$ cat config.mk
export PLATFORM = sky130hd
export DESIGN_NAME = vote_result_reporter
export DESIGN_NICKNAME = d
export VERILOG_FILES = /design/src/rtl/vote_pkg.sv /design/src/rtl/vote_winner_scan.sv /design/src/rtl/vote_result_reporter.sv
export SDC_FILE = /design/constraint.sdc
export NUM_CORES = 1
export LEC_CHECK = 0
export CAP_MARGIN = 20
export CORE_MARGIN = 1
export CORE_UTILIZATION = 58
export CTS_CLUSTER_DIAMETER = 30
export CTS_CLUSTER_SIZE = 8
export DETAILED_ROUTE_END_ITERATION = 10
export GPL_TIMING_DRIVEN = 0
export PLACE_DENSITY = 0.85
export RECOVER_POWER = 25
export SLEW_MARGIN = 10
export SYNTH_ARGS = -nofsm -noshare
export SYNTH_HDL_FRONTEND = slang
export SYNTH_SLANG_ARGS = --single-unit
$ cat constraint.sdc
create_clock -name clock -period 4.5 [get_ports clock]
set_clock_uncertainty 0.05 [all_clocks]
set_input_delay 0.9 -clock clock [delete_from_list [all_inputs] [get_ports clock]]
set_output_delay 0.9 -clock clock [all_outputs]
set_load 0.02 [all_outputs]
$ cat src/rtl/vote_pkg.sv
// Shared constants, state encoding and status-byte packing for the vote result read-out path.
package vote_pkg;

    localparam logic [7:0]  HEADER_DEFAULT = 8'hA5;
    localparam int unsigned FRAME_LEN      = 7;
    localparam int unsigned NUM_CANDIDATES = 4;
    localparam int unsigned TIE_BIT        = 7;
    localparam int unsigned WINNER_MSB     = 2;
    localparam int unsigned WINNER_LSB     = 0;

    typedef enum logic [1:0] {
        IDLE,
        SCAN,
        SEND
    } state_e;

    function automatic logic [7:0] status_byte(input logic tie, input logic [2:0] winner);
        logic [7:0] s;
        s = 8'h00;
        s[TIE_BIT] = tie;
        s[WINNER_MSB:WINNER_LSB] = winner;
        return s;
    endfunction

endpackage

$ cat src/rtl/vote_winner_scan.sv
// Sequential max/winner/tie search over the snapshot, one candidate per step.
module vote_winner_scan
    import vote_pkg::*;
#(
    parameter int unsigned COUNT_WIDTH = 8
) (
    input  logic                                  clock,
    input  logic                                  reset,
    input  logic                                  clear,
    input  logic                                  step,
    input  logic [1:0]                            scan_index,
    input  logic [NUM_CANDIDATES*COUNT_WIDTH-1:0] snapshot,
    output logic [2:0]                            next_winner,
    output logic                                  next_tie
);

    logic [COUNT_WIDTH-1:0] cur_count;
    logic [COUNT_WIDTH-1:0] max_q, max_d;
    logic [2:0]             winner_q;
    logic                   tie_q;

    assign cur_count = snapshot[32'(scan_index) * COUNT_WIDTH +: COUNT_WIDTH];

    // Strictly greater replaces the leader, so ties keep the lowest index.
    always_comb begin
        max_d       = max_q;
        next_winner = winner_q;
        next_tie    = tie_q;
        if (cur_count > max_q) begin
            max_d       = cur_count;
            next_winner = {1'b0, scan_index} + 3'd1;
            next_tie    = 1'b0;
        end else if (cur_count == max_q && max_q != '0) begin
            next_tie = 1'b1;
        end
    end

    always_ff @(posedge clock) begin
        if (reset || clear) begin
            max_q    <= '0;
            winner_q <= 3'd0;
            tie_q    <= 1'b0;
        end else if (step) begin
            max_q    <= max_d;
            winner_q <= next_winner;
            tie_q    <= next_tie;
        end
    end

endmodule

$ cat src/rtl/vote_result_reporter.sv
// Snapshots the tallies on start, scans for winner/tie, then streams a 7-byte result frame.
module vote_result_reporter
    import vote_pkg::*;
#(
    parameter logic [7:0]  HEADER      = HEADER_DEFAULT,
    parameter int unsigned COUNT_WIDTH = 8
) (
    input  logic                   clock,
    input  logic                   reset,
    input  logic                   start,
    input  logic [COUNT_WIDTH-1:0] candidate1_vote_count,
    input  logic [COUNT_WIDTH-1:0] candidate2_vote_count,
    input  logic [COUNT_WIDTH-1:0] candidate3_vote_count,
    input  logic [COUNT_WIDTH-1:0] candidate4_vote_count,
    output logic                   busy,
    output logic [7:0]             out_data,
    output logic                   out_valid,
    input  logic                   out_ready,
    output logic                   done,
    output logic [2:0]             winner_id,
    output logic                   tie,
    output logic                   result_valid
);

    localparam logic [2:0] LAST_BYTE = 3'(FRAME_LEN - 1);

    state_e                                state_q, state_d;
    logic [NUM_CANDIDATES*COUNT_WIDTH-1:0] snapshot_q;
    logic [1:0]                            scan_idx_q;
    logic [2:0]                            byte_idx_q;
    logic [2:0]                            winner_id_q;
    logic                                  tie_q;
    logic                                  result_valid_q;
    logic                                  done_q;
    logic                                  accept;
    logic                                  last_xfer;
    logic [2:0]                            scan_winner;
    logic                                  scan_tie;
    logic [7:0]                            status;
    logic [7:0]                            checksum;
    logic [7:0]                            frame_byte;

    assign accept    = (state_q == IDLE) && start;
    assign last_xfer = (state_q == SEND) && out_ready && (byte_idx_q == LAST_BYTE);

    vote_winner_scan #(
        .COUNT_WIDTH (COUNT_WIDTH)
    ) u_scan (
        .clock       (clock),
        .reset       (reset),
        .clear       (accept),
        .step        (state_q == SCAN),
        .scan_index  (scan_idx_q),
        .snapshot    (snapshot_q),
        .next_winner (scan_winner),
        .next_tie    (scan_tie)
    );

    always_comb begin
        state_d = state_q;
        unique case (state_q)
            IDLE:    if (start) state_d = SCAN;
            SCAN:    if (scan_idx_q == 2'd3) state_d = SEND;
            SEND:    if (last_xfer) state_d = IDLE;
            default: state_d = IDLE;
        endcase
    end

    always_ff @(posedge clock) begin
        if (reset) begin
            state_q        <= IDLE;
            snapshot_q     <= '0;
            scan_idx_q     <= 2'd0;
            byte_idx_q     <= 3'd0;
            winner_id_q    <= 3'd0;
            tie_q          <= 1'b0;
            result_valid_q <= 1'b0;
            done_q         <= 1'b0;
        end else begin
            state_q <= state_d;
            done_q  <= last_xfer;
            if (accept) begin
                snapshot_q     <= {candidate4_vote_count, candidate3_vote_count,
                                   candidate2_vote_count, candidate1_vote_count};
                scan_idx_q     <= 2'd0;
                winner_id_q    <= 3'd0;
                tie_q          <= 1'b0;
                result_valid_q <= 1'b0;
            end
            if (state_q == SCAN) begin
                scan_idx_q <= scan_idx_q + 2'd1;
                if (scan_idx_q == 2'd3) begin
                    winner_id_q    <= scan_winner;
                    tie_q          <= scan_tie;
                    result_valid_q <= 1'b1;
                    byte_idx_q     <= 3'd0;
                end
            end
            if (state_q == SEND && out_ready) begin
                byte_idx_q <= last_xfer ? 3'd0 : byte_idx_q + 3'd1;
            end
        end
    end

    // Byte selection depends only on registered state, so data holds during stalls.
    always_comb begin
        status   = status_byte(tie_q, winner_id_q);
        checksum = HEADER ^ status;
        for (int i = 0; i < NUM_CANDIDATES; i++) begin
            checksum = checksum ^ snapshot_q[i*COUNT_WIDTH +: COUNT_WIDTH];
        end
        frame_byte = 8'h00;
        unique case (byte_idx_q)
            3'd0:    frame_byte = HEADER;
            3'd1:    frame_byte = snapshot_q[0*COUNT_WIDTH +: COUNT_WIDTH];
            3'd2:    frame_byte = snapshot_q[1*COUNT_WIDTH +: COUNT_WIDTH];
            3'd3:    frame_byte = snapshot_q[2*COUNT_WIDTH +: COUNT_WIDTH];
            3'd4:    frame_byte = snapshot_q[3*COUNT_WIDTH +: COUNT_WIDTH];
            3'd5:    frame_byte = status;
            3'd6:    frame_byte = checksum;
            default: frame_byte = 8'h00;
        endcase
    end

    assign busy         = (state_q != IDLE);
    assign out_valid    = (state_q == SEND);
    assign out_data     = out_valid ? frame_byte : 8'h00;
    assign done         = done_q;
    assign winner_id    = winner_id_q;
    assign tie          = tie_q;
    assign result_valid = result_valid_q;

endmodule

# Yosys cells after proc, flatten, opt, wreduce, memory -nomap -nowiden
# Cells that the tools add are included.
[op_classes]
n_mux = 24
n_div = 0
bitwise_logic = 5
n_mul = 0
addsub = 3
order_cmp = 1
eq_ne = 13
n_shift = 1
n_reduce_logical = 15
[op_table]
columns = ["operator", "n"]
rows = [
  ["$pmux W8 S7", 1],
  ["$shiftx A32 B6 Y8", 1],
  ["$xor A8 B8 Y8", 4],
  ["$mux W3", 8],
  ["$mux W2", 5],
  ["$eq A3 B3 Y1 const B", 3],
  ["$eq A8 B8 Y1", 1],
  ["$gt A8 B8 Y1", 1],
  ["$mux W1", 8],
  ["$mux W8", 1],
  ["$reduce_bool A2 Y1", 4],
  ["$reduce_bool A8 Y1", 1],
  ["$eq A3 B2 Y1 const B", 2],
  ["$pmux W2 S3", 1],
  ["$eq A2 B2 Y1 const B", 2],
  ["$logic_and A1 B1 Y1", 4],
  ["$ne A2 B2 Y1 const B", 2],
  ["$not A4 Y4", 1],
  ["$reduce_and A2 Y1", 2],
  ["$add A2 B1 Y3 const B", 1],
  ["$add A3 B1 Y3 const B", 1],
  ["$eq A3 B1 Y1 const B", 1],
  ["$logic_not A3 Y1", 1],
  ["$reduce_and A3 Y1", 1],
  ["5 further kinds", 5],
]
[totals]
memories = 0
in_bits = 36
latch_bits = 0
mem_bits_rw = 0
ff_bits = 57
romBits = 0
elab_cells = 73

# Logic depth before layout (Yosys ltp)
# Gate-level depths: netlist (run 1).
[depth]
word_depth = 7
ltp_mapped = 10
depth_no_buf = 8

# Modules after synthesis
# From an unflattened synthesis (run 1), not the netlist that was laid out.
[unflattened]
cells_unflattened = 393
area_unflattened_um2 = 3323.2
[modules_own_cells]
columns = ["mod", "area_each_um2", "seq_area_each_um2", "instances", "cells_each"]
rows = [
  ["vote_result_reporter", 2331.0, 900.9, 1, 290],
  ["vote_winner_scan", 992.2, 240.2, 1, 103],
]

# Worst setup path after synthesis (run 1)
# OpenSTA, ideal clock, no wires.
[synth_path]
path_type = "register to output"
start = "reg byte_idx_q[2]"
end = "out out_data[0]"
slack_ps = 1524
arrival_time_ps = 2026
required_time_ps = 3550
path_buffers = 2
stages_incl_launch_ff = 7
path_cell_list = "dfxtp_1 -> clkbuf_1 -> inv_1 -> ha_1 -> buf_2 -> o41ai_1 -> nor2_1"
[synth_between]
elab_chain_cells = 3
[synth_rtl]
columns = ["item", "line", "rtl"]
rows = [
  ["start, declared", "vote_result_reporter.sv:30", "logic [2:0] byte_idx_q;"],
  ["start signal, assigned", "vote_result_reporter.sv:100", "byte_idx_q <= last_xfer ? 3'd0 : byte_idx_q + 3'd1;"],
  ["$eq A3 B3 Y1, or another cell as far along", "vote_result_reporter.sv:113", "unique case (byte_idx_q)"],
  ["$pmux W8 S7 (*)", "vote_result_reporter.sv:113", ""],
  ["$mux W8 (*)", "vote_result_reporter.sv:127", "assign out_data = out_valid ? frame_byte : 8'h00;"],
  ["end, declared", "vote_result_reporter.sv:16", "output logic [7:0] out_data,"],
]
# Every way passes the cells marked *; elsewhere a longest branch is shown, timed or not.

# Worst setup path after layout (run 1)
[layout_path]
start = "reg byte_idx_q[2]"
end = "out out_data[1]"
# Same word-level chain as after synthesis.

==> impl_metrics.py, run 1 <==
metrics = {
    "finish": {
        "utilization_pct": 76.7,
        "antenna_cells": 0,
        "regArea_sq_mm": 0.00114,
        "final_nets": 499,
        "drive_gt1_share_pct": 11.2,
        "fillerInstances": 393,
        "stdcell_count": 524,
        "multi_input_comb_area_sq_mm": 0.00197,
        "synthToLayoutAreaGrowth_pct": 23.8,
    },
    "place": {
        "numPortBuffers": 50,
        "gp_congestion": 0.867,
        "dpl.hpwl_um": 6490,
        "dp_cells": 508,
    },
    "synth": {
        "syn_inst": 388,
        "synth_adder_area_share_pct": 5.37,
        "ys.flop_type": "dfxtp_1",
        "syn_nets": 438,
        "synthDistinctLibCells": 50,
        "synthXorXnorAreaFrac_pct": 7.67,
        "synth_edf_count": 0,
        "synthArstFlopShare_pct": 0,
        "avgSynthCellArea_sq_um": 8.41,
        "yosysSeqAreaShare_pct": 35.0,
        "synth_top_family_by_area": "compound AO/OA/AOI/OAI gates",
        "synthSimpleGateAreaFrac_pct": 18.9,
        "synth_compound_area_share_pct": 22.6,
        "syn_area_sq_mm": 0.00326,
        "yosys_warnings": 0,
        "synthMuxAreaShare_pct": 5.52,
        "synth_seq_cells": 57,
    },
    "worst_setup_path": {
        "path_max_fanout": 10,
        "worstSetupEndpointType": "output port",
        "startpoint": "byte_idx_q[2]",
        "critPathArrivalTime_ns": 3.16,
        "endpoint": "out_data[1]",
        "start_kind": "flip-flop",
        "r2r_slack_ns": 1.44,
        "reg2reg_from": "scan_idx_q[0]",
        "critPathKind": "reg -> out",
        "r2r_end": "u_scan.max_q[7]",
        "reg2reg_depth": 9,
        "required_ns": 3.55,
    },
    "drt": {
        "drc": 0,
        "met3WireLength_um": 755,
        "first_pass_iters": 6,
        "routed-wl-met2_um": 4180,
        "final_antenna_net_count": 0,
        "drt_iter0_drc": 233,
        "wl_met1_um": 3530,
        "highest_layer": "met4",
        "routed_wl_um": 8750,
        "wl_per_cell_um": 16.7,
        "routed-via-count": 3167,
        "viasPerCell": 6.04,
    },
    "timing": {
        "relSlewSlack_pct": 37.9,
        "finalSetupViolations": 0,
        "grt_setup_unrepaired": "no",
        "finalHoldWorstSlack_ns": 0.412,
        "post-route-period-util_pct": 91.3,
        "tightestPinTransition_ns": 0.921,
        "post-route-min-period_ns": 4.11,
        "fin_tns_setup_ns": 0,
        "hold_violations": 0,
        "drv_slew": 0,
        "max_clock_freq_ghz": 0.243,
    },
    "clocking": {
        "cts-buffers-inserted": 9,
        "h-tree-depth": 3,
        "postCtsResizedCells": 0,
        "cts_hold_buf": 0,
        "cts-root-buf": "clkbuf_8",
        "cts_setup_buffers": 0,
        "cts_tree": "built",
        "clk_latency_ns": 0.35,
        "clock_sinks": 57,
        "clk_path_buf_depth": 2,
        "clkTransAtPathRegs_ns": 0.07,
    },
    "global_routing": {
        "grt_pass1_wl_um": 14500,
        "grt_use_total_pct": 31.8,
        "grt_pass1_vias": 3049,
        "grt_max_degree": 12,
        "antenna_found_initial": 0,
        "overflow": 0,
    },
    "power_and_ir_drop": {
        "seqPwrFrac_pct": 44.2,
        "vdd_drop_max_mv": 0.249,
        "pwr-share-comb_pct": 20.7,
        "p_int_w": 0.000859,
        "power_density_mw_per_mm2": 309,
        "switching_power_w": 0.000390,
        "p_clk_share_pct": 35.1,
        "p_sw_share_pct": 31.2,
        "p_total_w": 0.00125,
        "p_leak_nw": 1.37,
    },
    "die": {
        "dieArea_sq_mm": 0.00593,
        "num_io_pins": 52,
        "die_h_um": 77.0,
        "coreArea_sq_mm": 0.00527,
        "initial_utilization_pct": 61.9,
        "die_x_um": 77.0,
        "rows": 26,
    },
    "min_path": {
        "hold_path.class": "reg -> reg",
    },
    "outcome": {
        "outcome": "finished clean",
    },
    "run": {
        "maxCapViolCount": 0,
    },
}
how the worst min path moves through the flow:
stage,start,to,slack (ns),cells past startpoint
2_1_floorplan,u_scan.winner_q[1],u_scan.winner_q[1],0.38,2
3_3_place_gp,u_scan.winner_q[1],u_scan.winner_q[1],0.39,2
3_5_place_dp,u_scan.winner_q[0],u_scan.winner_q[0],0.40,2
4_1_cts,u_scan.winner_q[0],u_scan.winner_q[0],0.41,2
5_1_grt,u_scan.winner_q[0],u_scan.winner_q[0],0.44,2
6_report,u_scan.winner_q[0],u_scan.winner_q[0],0.41,2
worst max-delay path: stages (launching register included):
cell,delay (ns)
dfxtp_1,0.31
clkbuf_1,0.37
inv_1,0.19
ha_1,0.23
buf_2,0.20
o41ai_2,0.75
a311oi_1,0.17
clkdlybuf4s50_1,0.59
through the flow:
step	area (sq um)	worst slack, ns
5_1_grt	4040	0.240
2_1_floorplan	3260	1.52
6_report	4040	0.389
3_3_place_gp	3850	0.367
3_5_place_dp	3860	0.811
4_1_cts	4040	0.424
kinds of logic after synthesis:
logic type | count (synthesis)
AO/OA/AOI/OAI | 108
XOR/XNOR | 27
buffers and inverters | 39
multiplexers | 8
flip-flops | 57
AND/OR/NAND/NOR | 135
adder cells (fa/ha/maj) | 14
flip-flops by register name (all words and copies together), names as in the netlist:
register and flops:
byte_idx_q 3, done 1, result_valid 1, scan_idx_q 2, snapshot_q 32, state_q 2, tie 1, u_scan.max_q 8
u_scan.tie_q 1, u_scan.winner_q 3, winner_id 3
power groups by stage:
stage	logic, W	clock network [W]	registers (W)
2_1_floorplan	0.000182	0	0.000554
3_3_place_gp	0.000245	0	0.000561
3_5_place_dp	0.000252	0	0.000562
4_1_cts	0.000255	0.000443	0.000551
5_1_grt	0.000278	0.000470	0.000554
6_report	0.000258	0.000439	0.000552
routing by layer:
metal | GRT usage, % | vias to the layer above
met3 | 8.33 | 33
met5 | 0 | -
li1 | - | 1504
met1 | 38.9 | 1465
met4 | 13.2 | 0
met2 | 52.9 | 165
layout by cell type, fill, tap and decap left out, drive strengths merged, types with 2 or more instances in the layout:
cell type and n:
and2 2, a211oi 6, nor2 12, o21ai 16
a311oi 2, a21oi 54, mux4 8, a22oi 6
xor2 3, clkinvlp 3, nor3 4, o22a 3
nand2 91, nand4 13, clkdlybuf4s50 48, dlygate4sd3 2
inv 14, ha 14, nor2b 2, a31oi 2
dfxtp 57, clkbuf 30, a221o 2, nor3b 2
xnor2 23, nand3 4, a32oi 3, a221oi 3
buf 7, nor4 2
Yosys cell counts (all sizes together), types with 8 or more instances:
| master | count | area [sq um] |
|---|---|---|
| inv | 13 | 48.8 |
| nand2 | 91 | 342 |
| clkbuf | 17 | 63.8 |
| dfxtp | 57 | 1140 |
| xnor2 | 23 | 201 |
| nor2 | 12 | 47.6 |
| a21oi | 54 | 270 |
| mux4 | 8 | 180 |
| ha | 14 | 175 |
| nand4 | 13 | 96.3 |
| buf | 9 | 50.0 |
| o21ai | 16 | 118 |
area by class of cell:
type / count / share of cell area, %
buffer: 26 / 2.79
clock inverter: 5 / 0.991
sequential: 57 / 28.2
timing repair buffer: 50 / 12.4
inverter: 13 / 1.21
tap: 70 / 2.17
multi-input combinational: 292 / 48.7
clock buffer: 11 / 3.50
Power figures use the tool's default switching activity.
==> inputs of run 2 (changes only) <==
- CORE_MARGIN: 1 -> not set
==> results of run 2 <==
The final DEF is identical to that of run 1; final timing and power are the same.
